### src/rtl/srl16_fifo_pkg.sv
// Shared constants and types for the SRL16-based FIFO.
// Address and count widths of the 16-deep shift-register column.
package srl16_fifo_pkg;
  localparam int SRL_DEPTH = 16;
  localparam int SRL_AW    = 4;

  typedef logic [SRL_AW-1:0] srl_addr_t;
  typedef logic [SRL_AW:0]   fifo_cnt_t;
endpackage

### src/rtl/my_SRL16E.sv
// Behavioural model of a 16-bit addressable shift register with clock enable.
// The contents have no reset, matching the LUT-based primitive.
module my_SRL16E (
  input  logic CLK,
  input  logic CE,
  input  logic D,
  input  logic A0,
  input  logic A1,
  input  logic A2,
  input  logic A3,
  output logic Q
);
  logic [15:0] sr_q;

  always_ff @(posedge CLK) begin
    if (CE) begin
      sr_q <= {sr_q[14:0], D};
    end
  end

  assign Q = sr_q[{A3, A2, A1, A0}];
endmodule

### src/rtl/srl16_fifo_ctrl.sv
// Occupancy counter and read-address tracker for the SRL16 FIFO.
// The read address always points at the oldest entry in the shift column.
module srl16_fifo_ctrl
  import srl16_fifo_pkg::*;
#(
  parameter int AFULL_LEVEL = 12
) (
  input  logic      clk_i,
  input  logic      srst_i,
  input  logic      in_valid_i,
  input  logic      out_ready_i,
  output logic      push_o,
  output logic      in_ready_o,
  output logic      out_valid_o,
  output fifo_cnt_t count_o,
  output srl_addr_t rd_addr_o,
  output logic      almost_full_o
);
  localparam fifo_cnt_t FULL_CNT  = fifo_cnt_t'(SRL_DEPTH);
  localparam fifo_cnt_t AFULL_CNT = fifo_cnt_t'(AFULL_LEVEL);

  fifo_cnt_t count_q, count_d;
  srl_addr_t rd_addr_q, rd_addr_d;
  logic      afull_q;
  logic      push, pop;

  assign in_ready_o  = (count_q != FULL_CNT);
  assign out_valid_o = (count_q != 5'd0);
  assign push        = in_valid_i & in_ready_o;
  assign pop         = out_valid_o & out_ready_i;

  always_comb begin
    count_d   = count_q;
    rd_addr_d = rd_addr_q;
    if (push && !pop) begin
      count_d = count_q + 5'd1;
      if (count_q != 5'd0) rd_addr_d = rd_addr_q + 4'd1;
    end else if (!push && pop) begin
      count_d = count_q - 5'd1;
      if (count_q != 5'd1) rd_addr_d = rd_addr_q - 4'd1;
    end
  end

  always_ff @(posedge clk_i) begin
    if (srst_i) begin
      count_q   <= '0;
      rd_addr_q <= '0;
      afull_q   <= 1'b0;
    end else begin
      count_q   <= count_d;
      rd_addr_q <= rd_addr_d;
      afull_q   <= (count_d >= AFULL_CNT);
    end
  end

  // Simulation-time invariants on the control state.
  always @(posedge clk_i) begin
    if (!srst_i) begin
      assert (count_q <= FULL_CNT);
      assert (count_q == 5'd0 || rd_addr_q == srl_addr_t'(count_q - 5'd1));
    end
  end

  assign push_o        = push;
  assign count_o       = count_q;
  assign rd_addr_o     = rd_addr_q;
  assign almost_full_o = afull_q;
endmodule

### src/rtl/srl16_fifo.sv
// First-word-fall-through FIFO, 16 deep, built from one SRL16 column per data bit.
// New data enters at address 0; the head is read at the tracked oldest address.
module srl16_fifo
  import srl16_fifo_pkg::*;
#(
  parameter int WIDTH       = 8,
  parameter int AFULL_LEVEL = 12
) (
  input  logic             C,
  input  logic             R,
  input  logic [WIDTH-1:0] in_data,
  input  logic             in_valid,
  output logic             in_ready,
  output logic [WIDTH-1:0] out_data,
  output logic             out_valid,
  input  logic             out_ready,
  output logic [4:0]       count,
  output logic             almost_full
);
  logic      push;
  srl_addr_t rd_addr;

  srl16_fifo_ctrl #(
    .AFULL_LEVEL(AFULL_LEVEL)
  ) u_ctrl (
    .clk_i        (C),
    .srst_i       (R),
    .in_valid_i   (in_valid),
    .out_ready_i  (out_ready),
    .push_o       (push),
    .in_ready_o   (in_ready),
    .out_valid_o  (out_valid),
    .count_o      (count),
    .rd_addr_o    (rd_addr),
    .almost_full_o(almost_full)
  );

  generate
    for (genvar gi = 0; gi < WIDTH; gi++) begin : g_bit
      my_SRL16E u_srl (
        .CLK(C),
        .CE (push),
        .D  (in_data[gi]),
        .A0 (rd_addr[0]),
        .A1 (rd_addr[1]),
        .A2 (rd_addr[2]),
        .A3 (rd_addr[3]),
        .Q  (out_data[gi])
      );
    end
  endgenerate
endmodule

### config.mk
export PLATFORM = sky130hd
export DESIGN_NAME = srl16_fifo
export DESIGN_NICKNAME = d
export VERILOG_FILES = /design/src/rtl/srl16_fifo_pkg.sv /design/src/rtl/my_SRL16E.sv /design/src/rtl/srl16_fifo_ctrl.sv /design/src/rtl/srl16_fifo.sv
export SDC_FILE = /design/constraint.sdc
export NUM_CORES = 1
export LEC_CHECK = 0
export CORE_ASPECT_RATIO = 1.25
export CORE_MARGIN = 2
export CORE_UTILIZATION = 39
export CTS_CLUSTER_DIAMETER = 50
export CTS_CLUSTER_SIZE = 25
export DETAILED_ROUTE_END_ITERATION = 10
export PLACE_DENSITY = 0.63
export SLEW_MARGIN = 20
export SYNTH_ARGS = -nofsm -noshare
export SYNTH_HDL_FRONTEND = slang
export SYNTH_HIERARCHICAL = 1
export SYNTH_SLANG_ARGS = --single-unit
### constraint.sdc
create_clock -name C -period 6.88 [get_ports C]
set_input_delay 0.688 -clock C [delete_from_list [all_inputs] [get_ports C]]
set_output_delay 0.688 -clock C [all_outputs]
set_load 0.05 [all_outputs]
==> run summary <==
Num Clock Sinks = 138
largest net degree at the start of global routing = 78
Synth Area in Adders = 1.32%
TritonCTS Buffers = 17
YS warnings = 6
drt pass-1 iters = 4
register area share after synthesis = 71.3%
net count after synthesis = 288
via count = 2,779
Worst Hold Class = reg2reg
Fillers = 1,192
Synth Cell Area = 5670 um2
top area cells in the synthesized netlist = edfxtp_1 (68%), mux4_1 (15%), mux2i_1 (4.9%)
crit-path max FO = 36
worst slack, placed = 3.35 ns
core area = 14,300 um2
outcome = finished, final reports clean
TritonCTS clock tree = done
portion of netlist area occupied by mux cells = 20.0%
min Tclk post-route = 3.88 ns
leakage = 2.31 nW
largest area contributor in the netlist = edfxtp_1
Required @ worst endpoint = 6.19 ns
number of synthesized flops with an enable pin = 128
area grow syn2layout = 19.2%
ys flop type = edfxtp_1
Post-Syn Area per Cell = 21.0 um2
CP Capture Type = output pin
final setup fails = 0
total negative slack = 0 ns
starting density of the core = 39.7%
initial antenna violation count = 0
setup bufs post-CTS = 0
design area = 6760 um2
gp weighted congestion = 0.715
Via density = 5.49
RSZ-0062 raised after global routing = no
async set-reset flop share out of synthesis = 0%
DRC viols = 0
power per cell area = 453 nW/um2
Max Cap Viol = 0
H-tree depth = 4
VDD IR max = 0.281 mV
worst slew pin tran = 1.09 ns
I/O pin count = 28
Cell Rows = 49
Port-buffer cells = 27
Tot GR Track Use = 12.5%
clk_lat worst skew = 0.41 ns
Initial DRC Count = 245
vias in the first global route = 2,822
share of cells above drive strength 1 = 11.9%
period utilization = 56.5%
final setup margin = 3.00 ns
post-synthesis simple-gate area fraction = 3.04%
kind of critical path = reg2out
Final Hold Fails = 0
number of nets still failing antenna checks after routing = 0
Post-DP HPWL = 5.17 mm
Startpoint Class = flip-flop
WL/cell = 18.5 um
diodes inserted = 0
Mapped Cells = 270
headroom to the max-slew limit = 27.2%
GRT overflow = 0
maximum clock frequency = 257 MHz
clk slew on worst S/H paths = 0.06 ns
Synth cell types = 42
Compound-Gate Fraction of Synth Area = 2.82%
final slew viol count = 0
clk root buf = clkbuf_16
top-area cell type share of the netlist area = 67.7%
Final nets = 333
Die Y = 139 um
clk_skew = 0.00760 ns
die area = 15,500 um2
final wirelength = 9.35 mm
first-pass GRT wire length = 14.9 mm
clock tree buffer depth = 2
final core occ = 47.3%
Critical Path AT = 3.20 ns
hold_buf cts = 0
placed cell area = 6180 um2
#FFs+latches synth = 138
largest family of logic cells by synthesized area = multiplexers
Post-Synth XOR/XNOR Area = 0.772%
CTS resizes = 0
die width = 112 um
## per-stage QoR
| stage | total power, mW | hold WS [ns] | std cells |
|---|---|---|---|
| 3_5_place_dp | 2.18 | 0.427 | 474 |
| 3_3_place_gp | 2.15 | 0.421 | 474 |
| 2_1_floorplan | 1.93 | 0.417 | 270 |
| 5_1_grt | 3.21 | 0.446 | 506 |
| 6_report | 3.06 | 0.434 | 506 |
| 4_1_cts | 3.09 | 0.438 | 506 |
## placed cells by master (no fill, tap or decap), types with 2 or more instances in the layout
| cell | netlist | layout |
|---|---|---|
| xor2_1 | 3 | 3 |
| a21oi_1 | 4 | 4 |
| dfxtp_1 | 10 | 9 |
| bufinv_16 | 0 | 3 |
| clkinvlp_4 | 0 | 4 |
| inv_1 | 7 | 7 |
| a211oi_1 | 2 | 2 |
| clkdlybuf4s50_1 | 0 | 27 |
| mux4_1 | 32 | 32 |
| ha_1 | 6 | 6 |
| clkinv_2 | 0 | 3 |
| mux2i_1 | 28 | 28 |
| clkbuf_16 | 0 | 17 |
| nor2_1 | 9 | 9 |
| edfxtp_1 | 128 | 128 |
| nand2b_1 | 4 | 4 |
| nor4_1 | 2 | 2 |
| a2111oi_0 | 2 | 2 |
| clkinv_1 | 0 | 3 |
| o21ai_0 | 2 | 2 |
| xnor2_1 | 2 | 2 |
| buf_4 | 0 | 3 |
## final timing paths
check                          from  slack, ns                endpoint  cells past startpoint
max             u_ctrl/rd_addr_o[0]       3.00             out_data[5]                      4
min reg2reg  g_bit[7].u_srl/sr_q[4]       0.43  g_bit[7].u_srl/sr_q[5]                      0
min          g_bit[7].u_srl/sr_q[4]       0.43  g_bit[7].u_srl/sr_q[5]                      0
max reg2reg       u_ctrl/count_o[1]       3.80  g_bit[7].u_srl/sr_q[9]                      5
## cell usage after synthesis, drive strengths merged, types with 2 or more instances
master   count
xor2         3
a21oi        4
ha           6
inv          8
a2111oi      2
mux4        32
o221ai       2
dfxtp       10
edfxtp     128
xnor2        2
nor4         2
o21ai        2
a211oi       2
mux2i       28
nand2b       4
nor2         9
clkbuf       3
## flip-flops by register name (all words and copies together), names as in the netlist
signal,count
u_ctrl/rd_addr_o,4
u_ctrl/almost_full_o,1
u_ctrl/count_o,5
g_bit.u_srl/sr_q,128
## layer usage
| metal | up-vias | track usage (%) | wire length, um |
|---|---|---|---|
| met1 | 1465 | 17.1 | 4450 |
| met3 | 7 | 3.67 | 310 |
| li1 | 1255 | - | - |
| met2 | 52 | 18.7 | 4490 |
| met5 | - | 0 | 0 |
| met4 | 0 | 5.33 | 99 |
## report_power, final
| group | total (mW) | switching (mW) | internal [mW] |
|---|---|---|---|
| Sequential | 1.31 | 0.145 | 1.16 |
| Clock | 0.901 | 0.337 | 0.564 |
| Combinational | 0.854 | 0.483 | 0.370 |
## logic make-up (layout without fill, tap and decap cells)
family                     count (synthesis)  after routing
xor gates and xnor gates                   5              5
and+or+nand+nor                           28             28
muxes                                     61             61
buffers and inverters                     12             70
DFF                                      138            138
AOI/OAI and AO/OA                         20             20
adders and majority gates                  6              6
## critical path, stage by stage (launching register included)
cell             delay (ns)
dfxtp_2                1.05
mux4_1                 0.67
mux2i_1                0.18
mux2i_1                0.12
clkdlybuf4s50_1        0.74
## final cells by class
type	instances	area, um2	area share, %
Tap cell	178	223	3.29
Clock inverter	14	155	2.29
Sequential cell	138	4050	59.8
Timing Repair Buffer	30	293	4.33
Inverter	8	30.0	0.444
Clock buffer	18	429	6.35
Multi-Input combinational cell	120	1590	23.5
No activity file was read; power rests on OpenSTA's default activity.
